$ cat config.mk
export PLATFORM = sky130hd
export DESIGN_NAME = axis_register_slice_flat
export DESIGN_NICKNAME = d
export VERILOG_FILES = /design/src/rtl/axis_register_slice_if.sv /design/src/rtl/axis_register_slice.sv /design/src/flat_wrapper.sv
export SDC_FILE = /design/constraint.sdc
export NUM_CORES = 1
export LEC_CHECK = 0
export CAP_MARGIN = 20
export CORE_MARGIN = 3
export CORE_UTILIZATION = 45
export CTS_CLUSTER_SIZE = 25
export DETAILED_ROUTE_END_ITERATION = 8
export GPL_TIMING_DRIVEN = 0
export PLACE_DENSITY = 0.84
export SYNTH_ARGS = -nofsm -noshare
export SYNTH_HDL_FRONTEND = slang
export SYNTH_SLANG_ARGS = --single-unit
$ cat constraint.sdc
create_clock -name aclk -period 3.1 [get_ports aclk]
set_clock_uncertainty 0.15 [all_clocks]
set_input_delay 0.465 -clock aclk [delete_from_list [all_inputs] [get_ports aclk]]
set_output_delay 0.465 -clock aclk [all_outputs]
set_load 0.005 [all_outputs]
$ cat src/rtl/axis_register_slice_if.sv
`default_nettype none
// ============================================================================
// axis_if : AXI4-Stream bundle with master (source) and slave (sink) views.
// Revision: 1.0
// ============================================================================
interface axis_if #(
  parameter int N = 2,
  parameter int I = 1,
  parameter int D = 1,
  parameter int U = 1
);
  logic           tvalid;
  logic           tready;
  logic [8*N-1:0] tdata;
  logic [N-1:0]   tstrb;
  logic [N-1:0]   tkeep;
  logic           tlast;
  logic [I-1:0]   tid;
  logic [D-1:0]   tdest;
  logic [U-1:0]   tuser;

  modport master (
    output tvalid, tdata, tstrb, tkeep, tlast, tid, tdest, tuser,
    input  tready
  );

  modport slave (
    input  tvalid, tdata, tstrb, tkeep, tlast, tid, tdest, tuser,
    output tready
  );
endinterface
`default_nettype wire

$ cat src/rtl/axis_register_slice.sv
`default_nettype none
// ============================================================================
// axis_register_slice : AXI4-Stream slice (wire-through, forward reg or skid).
// Revision: 1.0
// ============================================================================
module axis_register_slice #(
  parameter int N             = 2,
  parameter int I             = 1,
  parameter int D             = 1,
  parameter int U             = 1,
  parameter int MODE          = 2,
  parameter int CONNECT_TLAST = 1,
  parameter int CONNECT_TUSER = 1
) (
  input wire     aclk,
  input wire     aresetn,
  axis_if.slave  axis_in,
  axis_if.master axis_out
);
  localparam int PAY_W = 10*N + 1 + I + D + U;

  typedef enum logic [1:0] {S_EMPTY = 2'd0, S_BUSY = 2'd1, S_FULL = 2'd2} state_t;

  logic             in_last;
  logic [U-1:0]     in_user;
  logic [PAY_W-1:0] in_pay;
  logic [PAY_W-1:0] out_pay;
  logic [8*N-1:0]   out_data;
  logic [N-1:0]     out_strb;
  logic [N-1:0]     out_keep;
  logic             out_last;
  logic [I-1:0]     out_id;
  logic [D-1:0]     out_dest;
  logic [U-1:0]     out_user;

  // Disconnected fields enter the payload as constants so synthesis drops their storage.
  assign in_last = (CONNECT_TLAST != 0) ? axis_in.tlast : 1'b1;
  assign in_user = (CONNECT_TUSER != 0) ? axis_in.tuser : '0;
  assign in_pay  = {axis_in.tdata, axis_in.tstrb, axis_in.tkeep, in_last,
                    axis_in.tid, axis_in.tdest, in_user};

  assign {out_data, out_strb, out_keep, out_last, out_id, out_dest, out_user} = out_pay;
  assign axis_out.tdata = out_data;
  assign axis_out.tstrb = out_strb;
  assign axis_out.tkeep = out_keep;
  assign axis_out.tid   = out_id;
  assign axis_out.tdest = out_dest;
  assign axis_out.tlast = (CONNECT_TLAST != 0) ? out_last : 1'b1;
  assign axis_out.tuser = (CONNECT_TUSER != 0) ? out_user : '0;

  if (MODE == 0) begin : g_wire
    logic unused_clk_rst;
    assign unused_clk_rst  = aclk ^ aresetn;
    assign out_pay         = in_pay;
    assign axis_out.tvalid = axis_in.tvalid;
    assign axis_in.tready  = axis_out.tready;
  end else if (MODE == 1) begin : g_fwd
    logic             valid_q, valid_d;
    logic [PAY_W-1:0] pay_q, pay_d;
    logic             in_xfer;

    assign axis_in.tready  = aresetn && (!valid_q || axis_out.tready);
    assign in_xfer         = axis_in.tvalid && axis_in.tready;
    assign axis_out.tvalid = valid_q;
    assign out_pay         = pay_q;

    always_comb begin
      valid_d = valid_q;
      pay_d   = pay_q;
      if (in_xfer) begin
        valid_d = 1'b1;
        pay_d   = in_pay;
      end else if (axis_out.tready) begin
        valid_d = 1'b0;
      end
    end

    always_ff @(posedge aclk) begin
      if (!aresetn) begin
        valid_q <= 1'b0;
        pay_q   <= '0;
      end else begin
        valid_q <= valid_d;
        pay_q   <= pay_d;
      end
    end
  end else begin : g_skid
    state_t           state_q, state_d;
    logic             ready_q, valid_q;
    logic [PAY_W-1:0] main_q, main_d, skid_q, skid_d;
    logic             in_xfer, out_xfer;

    assign in_xfer         = axis_in.tvalid && ready_q;
    assign out_xfer        = valid_q && axis_out.tready;
    assign axis_in.tready  = ready_q;
    assign axis_out.tvalid = valid_q;
    assign out_pay         = main_q;

    always_comb begin
      state_d = state_q;
      main_d  = main_q;
      skid_d  = skid_q;
      case (state_q)
        S_EMPTY: begin
          if (in_xfer) begin
            state_d = S_BUSY;
            main_d  = in_pay;
          end
        end
        S_BUSY: begin
          if (in_xfer && out_xfer) begin
            main_d = in_pay;
          end else if (in_xfer) begin
            state_d = S_FULL;
            skid_d  = in_pay;
          end else if (out_xfer) begin
            state_d = S_EMPTY;
          end
        end
        S_FULL: begin
          if (out_xfer) begin
            state_d = S_BUSY;
            main_d  = skid_q;
          end
        end
        default: state_d = S_EMPTY;
      endcase
    end

    // tready/tvalid are registered copies of the next-state decode.
    always_ff @(posedge aclk) begin
      if (!aresetn) begin
        state_q <= S_EMPTY;
        ready_q <= 1'b0;
        valid_q <= 1'b0;
        main_q  <= '0;
        skid_q  <= '0;
      end else begin
        state_q <= state_d;
        ready_q <= (state_d != S_FULL);
        valid_q <= (state_d != S_EMPTY);
        main_q  <= main_d;
        skid_q  <= skid_d;
      end
    end
  end
endmodule
`default_nettype wire

$ cat src/flat_wrapper.sv
// flat-port wrapper written by rule: the top's interface ports become plain ports
module axis_register_slice_flat 
#(
  parameter int N             = 2,
  parameter int I             = 1,
  parameter int D             = 1,
  parameter int U             = 1,
  parameter int MODE          = 2,
  parameter int CONNECT_TLAST = 1,
  parameter int CONNECT_TUSER = 1
)
  (aclk, aresetn, axis_in_tvalid, axis_in_tdata, axis_in_tstrb, axis_in_tkeep, axis_in_tlast, axis_in_tid, axis_in_tdest, axis_in_tuser, axis_in_tready, axis_out_tvalid, axis_out_tdata, axis_out_tstrb, axis_out_tkeep, axis_out_tlast, axis_out_tid, axis_out_tdest, axis_out_tuser, axis_out_tready);
  axis_if #(.N(N), .I(I), .D(D), .U(U)) axis_in_i ();
  axis_if #(.N(N), .I(I), .D(D), .U(U)) axis_out_i ();
  input wire aclk;
  input wire aresetn;
  input wire logic [$bits(axis_in_i.tvalid)-1:0] axis_in_tvalid;
  input wire logic [$bits(axis_in_i.tdata)-1:0] axis_in_tdata;
  input wire logic [$bits(axis_in_i.tstrb)-1:0] axis_in_tstrb;
  input wire logic [$bits(axis_in_i.tkeep)-1:0] axis_in_tkeep;
  input wire logic [$bits(axis_in_i.tlast)-1:0] axis_in_tlast;
  input wire logic [$bits(axis_in_i.tid)-1:0] axis_in_tid;
  input wire logic [$bits(axis_in_i.tdest)-1:0] axis_in_tdest;
  input wire logic [$bits(axis_in_i.tuser)-1:0] axis_in_tuser;
  output wire logic [$bits(axis_in_i.tready)-1:0] axis_in_tready;
  output wire logic [$bits(axis_out_i.tvalid)-1:0] axis_out_tvalid;
  output wire logic [$bits(axis_out_i.tdata)-1:0] axis_out_tdata;
  output wire logic [$bits(axis_out_i.tstrb)-1:0] axis_out_tstrb;
  output wire logic [$bits(axis_out_i.tkeep)-1:0] axis_out_tkeep;
  output wire logic [$bits(axis_out_i.tlast)-1:0] axis_out_tlast;
  output wire logic [$bits(axis_out_i.tid)-1:0] axis_out_tid;
  output wire logic [$bits(axis_out_i.tdest)-1:0] axis_out_tdest;
  output wire logic [$bits(axis_out_i.tuser)-1:0] axis_out_tuser;
  input wire logic [$bits(axis_out_i.tready)-1:0] axis_out_tready;
  assign axis_in_i.tvalid = axis_in_tvalid;
  assign axis_in_i.tdata = axis_in_tdata;
  assign axis_in_i.tstrb = axis_in_tstrb;
  assign axis_in_i.tkeep = axis_in_tkeep;
  assign axis_in_i.tlast = axis_in_tlast;
  assign axis_in_i.tid = axis_in_tid;
  assign axis_in_i.tdest = axis_in_tdest;
  assign axis_in_i.tuser = axis_in_tuser;
  assign axis_in_tready = axis_in_i.tready;
  assign axis_out_tvalid = axis_out_i.tvalid;
  assign axis_out_tdata = axis_out_i.tdata;
  assign axis_out_tstrb = axis_out_i.tstrb;
  assign axis_out_tkeep = axis_out_i.tkeep;
  assign axis_out_tlast = axis_out_i.tlast;
  assign axis_out_tid = axis_out_i.tid;
  assign axis_out_tdest = axis_out_i.tdest;
  assign axis_out_tuser = axis_out_i.tuser;
  assign axis_out_i.tready = axis_out_tready;
  axis_register_slice #(.N(N), .I(I), .D(D), .U(U), .MODE(MODE), .CONNECT_TLAST(CONNECT_TLAST), .CONNECT_TUSER(CONNECT_TUSER)) u_core (.aclk(aclk), .aresetn(aresetn), .axis_in(axis_in_i), .axis_out(axis_out_i));
endmodule
# After elaboration in Yosys (flattened, before gate mapping)
# Index checks and enable logic that the tools add are counted.
# classes
bitwise	1
eq_ne	6
reduce_logical	8
mux	10
# op_table
op	n
$mux W24	3
$pmux W24 S3	1
$mux W2	5
$ne A2 B1 Y1 const B	3
$pmux W2 S3	1
$reduce_and A4 Y1	1
$logic_and A1 B1 Y1	3
$reduce_and A3 Y1	1
$reduce_bool A3 Y1	1
$eq A2 B1 Y1 const B	1
$eq A2 B2 Y1 const B	1
$logic_not A2 Y1	1
$ne A2 B2 Y1 const B	1
$reduce_bool A2 Y1	1
$not A1 Y1	1
# totals
register_bits	52

# Longest topological paths before layout
# Gate-level depths: netlist of the first run.
# logic_depth
ltp_word	6
mapped_depth	5
ltp_nobuf	3

# Worst setup path after synthesis of the first run
# OpenSTA, ideal clock, no wires.
# synth_timing
path_type	in2reg
startpoint	input axis_out_tready
endpoint	register u_core.g_skid.main_q[20]
path_buffers	2
cell_stages	5
arrival_time_ps	1404
t_required_ps	2812
setup_slack_ps	1409
path_cell_list	and4b_1 buf_6 clkbuf_1 a2111oi_1 a211oi_2
# synth_via
elab_chain_cells	4
word_cells_on_any_way	5
classes_between	eq/ne (2); reduce/logical (3)
# synth_lines
element	line_no	text
from (decl)	flat_wrapper.sv:34	input wire logic [$bits(axis_out_i.tready)-1:0] axis_out_tready;
$logic_and A1 B1 Y1 (*)	axis_register_slice.sv:94	assign out_xfer = valid_q && axis_out.tready;
$logic_and A1 B1 Y1	axis_register_slice.sv:111	if (in_xfer && out_xfer) begin
$ne A2 B1 Y1 (no source line)	-	
$reduce_and A4 Y1 (no source line) (*)	-	
to (signal assigned)	axis_register_slice.sv:142	main_q <= main_d;
to (decl)	axis_register_slice.sv:90	logic [PAY_W-1:0] main_q, main_d, skid_q, skid_d;
# Every way passes the cells marked *; elsewhere a longest branch is shown, timed or not.
# A chain may end at the register's enable or synchronous reset.

# Worst setup path in the final report of the first run
# layout_timing
startpoint	input axis_out_tready
endpoint	register u_core.g_skid.skid_q[9]
# layout_via
elab_chain_cells	4
# layout_lines
element	line_no	text
$logic_and A1 B1 Y1	axis_register_slice.sv:94	
$logic_and A1 B1 Y1	axis_register_slice.sv:111	
$not A1 Y1 (no source line)	-	
$reduce_and A3 Y1 (no source line)	-	
to (signal assigned)	axis_register_slice.sv:143	skid_q <= skid_d;
to (decl)	axis_register_slice.sv:90	
# No other way between the ends.

==> results.cfg, run 1 <==
[sta]
worst_slew_pin_slew_ps = 571
finalSetupViolations = 0
max_freq_ghz = 0.474
timing.final.ws_setup_ps = 992
finalSetupTns_ps = 0
fin_crit_sh_pct = 68.0
min_period_ps = 2110
slew_violations = 0
grt_setup_unrepaired = no
hold_slack_ps = 328
finalHoldViolations = 0
relSlewSlack_pct = 61.9

[worst_setup_path]
cp.arrival_ps = 2200
crit_required_ps = 3190
path_max_fanout = 10
criticalPathCategory = input pin to flop
cp-end-kind = flop
crit_path_cell_trace = clkdlybuf4s50_1 > a21boi_1 > clkbuf_1 > nand3_1 > a21oi_1
cp-start-kind = input pin
cpMaxStageDelayCell = clkbuf_1
slowest_delay_ps = 490
rrSetupSlack_ps = 1160

[global_routing]
grt_pass1_wl_um = 9850
antenna_found_initial = 0
grt_use_total_pct = 20.3
grt_overflow = 0
grt_start_max_net_pins = 17
grt_pass1_vias = 2097

[placed_design]
dpl.hpwl_um = 4320
place_ws_ps = 685
place_congestion = 0.780
io_buffer_count = 53

[drt]
wl_um = 6100
wl_per_cell_um = 16.3
wl_met3_um = 283
top_layer = met4
final_antenna_net_count = 0
first_iter_violations = 159
wl_met2_um = 2890
first_pass_iters = 4
m1WireLength_um = 2850
viasPerCell = 5.79
via_count = 2167
route.detailed.drc = 0

[cells_and_area]
layout_commonest_cell = clkdlybuf4s50_1
final_nets = 334
area_growth_pct = 31.0
regArea_mm2 = 0.00104
num-fill-cells = 426
multi_input_area_mm2 = 0.00114
antenna_cells = 0
drive_gt1_share_pct = 7.82
layout.cells.most_common_list = 53 x clkdlybuf4s50_1, 52 x dfxtp_1, 26 x a21oi_1

[synthesis]
ys_ff_latch = 52
yosysTopAreaCell = dfxtp_1
synth.area.top_cells = dfxtp_1 45%, mux2i_1 11%, a2111oi_0 8.6%, a211oi_1 7.4%, a21oi_1 5.6%
syn_inst = 246
synth_warnings = 0
synthDominantCellAreaShare_pct = 44.5
ys_seq_area_share_pct = 44.5
synth_cell_types = 28
avgSynthCellArea_um2 = 9.51
synth_nets = 274
syn-cell-area_mm2 = 0.00234

[floorplanning]
pin_count = 54
core_area_mm2 = 0.00488
rows = 25
die_w_um = 78.1
die_area_mm2 = 0.00610
start_util_pct = 47.9
dieHeight_um = 78.1

[power]
p_clk_share_pct = 31.2
peakVddDrop_v = 0.000262
power.density_mw_per_mm2 = 489
pwr-share-seq_pct = 49.0
pwr-share-comb_pct = 19.8
swShare_pct = 26.6
p_int_mw = 1.10
p_leak_nw = 1.17
p_sw_uw = 398

[hold_path]
hold_class = flop to flop

[cts]
numCtsBuffers = 5
cts_post_setup_buffers_inserted = 0
htree_levels = 2
ctsHoldBuffers = 0
clockBufferDepth = 2
clock-sinks = 52
cts_root_buf = clkbuf_8
cts_tree = done
ctsResizeCount = 0
clock_latency_ps = 310
clkTransAtPathRegs_ps = 90

[status]
status = finished clean

[flow_run]
cap_violations = 0
[synth_stat cells]
master / count
dfxtp_1: 52
a21oi_1: 26
mux2i_1: 25
o21ai_0: 25
nand3_1: 24
a2111oi_0: 23
a211oi_1: 23
clkbuf_1: 17
buf_2: 9
buf_6: 3
and2_1: 2
a2111oi_1: 1
a211o_4: 1
a211oi_2: 1
a21bo_2: 1
a21boi_1: 1
a21o_1: 1
and3b_1: 1
and4b_1: 1
buf_4: 1
clkinv_1: 1
nand2_1: 1
nand2b_1: 1
nand3b_1: 1
nand4b_1: 1
nor2_1: 1
nor4bb_1: 1
o31ai_1: 1
[cell families after synthesis]
kind of cell / after synthesis / synth area share (%)
multiplexers: 25 / 10.7
buffers and inverters: 31 / 6.58
AO/OA/AOI/OAI: 104 / 30.0
AND/OR/NAND/NOR: 34 / 8.19
flip-flops: 52 / 44.5
[routing by layer]
| layer | vias to the layer above | global-route usage [%] |
|---|---|---|
| li1 | 1073 | - |
| met2 | 58 | 33.2 |
| met4 | 0 | 7.69 |
| met1 | 1031 | 26.8 |
| met3 | 5 | 3.67 |
| met5 | - | 0 |
[flip-flops by register name (all words and copies together) (netlist names)]
| signal | flops |
|---|---|
| u_core.axis_in.tready | 1 |
| u_core.g_skid.main_q | 24 |
| u_core.g_skid.skid_q | 24 |
| u_core.g_skid.state_q | 2 |
| u_core.axis_out.tvalid | 1 |
[power by group through the flow]
| stage | registers [mW] | clock network [mW] | logic [mW] |
|---|---|---|---|
| after global routing | 0.741 | 0.497 | 0.323 |
| after detailed placement | 0.750 | 0 | 0.295 |
| after floorplan | 0.748 | 0 | 0.145 |
| final | 0.735 | 0.468 | 0.296 |
| after CTS | 0.735 | 0.470 | 0.296 |
| after global placement | 0.749 | 0 | 0.289 |
[final timing paths]
kind / from / end / cells after the start
worst max register to register: u_core.g_skid.state_q[0] / u_core.g_skid.skid_q[9] / 4
worst min-delay path: u_core.g_skid.skid_q[14] / u_core.g_skid.skid_q[14] / 2
worst max-delay path: axis_out_tready / u_core.g_skid.skid_q[9] / 5
worst min register to register: u_core.g_skid.skid_q[14] / u_core.g_skid.skid_q[14] / 2
[per-stage QoR]
stage	utilization [%]	total power, mW	instances	area (µm²)
4_1_cts	62.8	1.50	374	3060
3_5_place_dp	60.5	1.05	366	2950
2_1_floorplan	-	0.893	246	2340
5_1_grt	62.8	1.56	374	3060
3_3_place_gp	60.5	1.04	366	2950
6_report	62.8	1.50	374	3060
[area by class of cell]
| class | instances | area share (%) |
|---|---|---|
| timing repair buffer | 53 | 17.3 |
| sequential | 52 | 34.0 |
| clock buffer | 5 | 2.25 |
| multi-input combinational | 163 | 37.3 |
| clock inverter | 3 | 1.39 |
| tap | 67 | 2.74 |
| inverter | 1 | 0.122 |
| buffer | 30 | 4.90 |
[critical path, delay by kind of cell]
kind                   cells  cell delay, ps
AND/OR/NAND/NOR            1             150
buffers and inverters      2             960
AO/OA/AOI/OAI              2             620
Power figures use the tool's default switching activity.
==> run 2, diff against run 1 <==
PLACE_DENSITY = 0.87   (was 0.84)
clock period = 1.8 ns   (was 3.1 ns; I/O delays follow)
==> results.cfg, run 2 (synthesis results as in run 1) <==
[power]
p_clk_share_pct = 31.2
pwr-share-comb_pct = 22.9
power.density_mw_per_mm2 = 826
peakVddDrop_v = 0.000480
p_sw_uw = 744
p_int_mw = 2.05
p_leak_nw = 1.30
pwr-share-seq_pct = 45.9
swShare_pct = 26.6

[sta]
worst_slew_pin_slew_ps = 559
relSlewSlack_pct = 62.7
min_period_ps = 1750
fin_crit_sh_pct = 97.4
finalSetupTns_ps = 0
max_freq_ghz = 0.570
slew_violations = 0
finalHoldViolations = 0
finalSetupViolations = 0

[floorplanning]
pin_count = 54
start_util_pct = 47.9
rows = 25
core_area_mm2 = 0.00488
die_w_um = 78.1
die_area_mm2 = 0.00610
dieHeight_um = 78.1

[hold_path]
hp-start = axis_out_tready
hold_depth = 4
min_to = u_core.g_skid.skid_q[0]
hold_class = input pin to flop

[global_routing]
grt_pass1_wl_um = 10200
grt_pass1_vias = 2124
antenna_found_initial = 0
grt_use_total_pct = 21.0
grt_start_max_net_pins = 16
grt_overflow = 0

[drt]
via_count = 2256
first_iter_violations = 137
route.detailed.drc = 0
wl_met2_um = 3390
viasPerCell = 6.02
wl_met3_um = 290
wl_um = 6750
first_pass_iters = 6
final_antenna_net_count = 0
m1WireLength_um = 2920
wl_per_cell_um = 18.0
top_layer = met4

[cells_and_area]
layout_commonest_cell = clkdlybuf4s50_1
num-fill-cells = 387
area_growth_pct = 44.9
antenna_cells = 0
layout.cells.most_common_list = 51 x clkdlybuf4s50_1, 49 x dfxtp_1, 26 x a21oi_1
final_nets = 335
reg_top3 = u_core.g_skid.main_q (24), u_core.g_skid.skid_q (24), u_core.g_skid.state_q (2)
utilization_pct = 69.4
drive_gt1_share_pct = 21.1

[cts]
numCtsBuffers = 5
clock_latency_ps = 310
cts_tree = done
htree_levels = 2
clkTransAtPathRegs_ps = 90
clockBufferDepth = 2
cts_root_buf = clkbuf_8
clock-sinks = 52

[worst_setup_path]
r2r-start = u_core.g_skid.state_q[0]
worstReg2RegEnd = u_core.g_skid.main_q[12]
cp-start-kind = flop
cp-end-kind = flop
crit_required_ps = 1830
rrSetupSlack_ps = 50
cp.arrival_ps = 1780
rr_worst_depth = 5
criticalPathCategory = flop to flop
path_max_fanout = 10

[placed_design]
io_buffer_count = 53
dpl.hpwl_um = 4360
place_congestion = 0.793

[flow_run]
cap_violations = 0

[status]
status = finished clean
[run 2: cell types whose count changed in the layout (fill, tap and decap cells not counted), moves of 3 or more]
cell       previous run  this run
a2111oi_4             0         6
a2111oi_2             0        18
buf_2                 9         4
dfxtp_1              52        49
a211oi_1             23        19
buf_4                 1         6
a211oi_2              1         5
clkbuf_1             17        10
a2111oi_0            23         0
clkbuf_4              0         5
dfxtp_2               0         3
[run 2: area by class of cell]
class | count | area (µm²) | share of cell area, %
multi-input combinational | 163 | 1390 | 41.1
sequential | 52 | 1040 | 30.8
timing repair buffer | 54 | 543 | 16.0
buffer | 30 | 194 | 5.72
clock buffer | 7 | 96.3 | 2.84
tap | 67 | 83.8 | 2.47
clock inverter | 1 | 30.0 | 0.886
inverter | 1 | 3.75 | 0.111
[run 2: worst max path at each step]
stage,start,to,slack [ps],depth (start not counted)
6_report,u_core.g_skid.state_q[0],u_core.g_skid.main_q[12],50,5
3_3_place_gp,axis_out_tready,u_core.g_skid.main_q[3],-350,6
3_5_place_dp,axis_out_tready,u_core.g_skid.main_q[13],-410,6
5_1_grt,u_core.axis_out.tvalid,u_core.g_skid.main_q[10],-110,5
2_1_floorplan,u_core.g_skid.state_q[0],u_core.g_skid.main_q[20],190,5
4_1_cts,u_core.g_skid.state_q[0],u_core.g_skid.skid_q[14],-40,4
[run 2: repair_timing]
item,4_1_cts,5_1_grt
buffers inserted,0,1
endpoints found under the setup margin,35,45
hold buffers,0,0
pin swaps,0,0
resized for setup,8,93
[run 2: worst max-delay path, cell delays in order (launching register included)]
cell,delay [ps]
dfxtp_2,370
and4b_1,210
buf_6,140
clkbuf_4,230
a2111oi_2,430
a211oi_2,80
[run 2: routing by layer]
layer | up-vias | track usage [%]
li1 | 1078 | -
met1 | 1088 | 28.1
met2 | 77 | 34.6
met3 | 13 | 3.10
met4 | 0 | 6.99
met5 | - | 0
[run 2: power by group through the flow]
stage	Clock, mW	Combinational (mW)	Sequential (mW)
after global routing	0.932	0.694	1.29
final	0.873	0.640	1.29
after detailed placement	0	0.510	1.29
after global placement	0	0.496	1.29
after floorplan	0	0.249	1.29
after CTS	0.874	0.519	1.27
[run 2: per-stage QoR]
stage | instances | hold WS, ps | setup slack [ps] | instance area (µm²) | power (mW)
3_5_place_dp | 366 | 315 | -414 | 2950 | 1.80
4_1_cts | 374 | 329 | -42.9 | 3090 | 2.66
5_1_grt | 375 | 332 | -106 | 3390 | 2.92
6_report | 375 | 306 | 46.9 | 3390 | 2.80
3_3_place_gp | 366 | 308 | -348 | 2950 | 1.79
2_1_floorplan | 246 | 242 | 195 | 2340 | 1.54
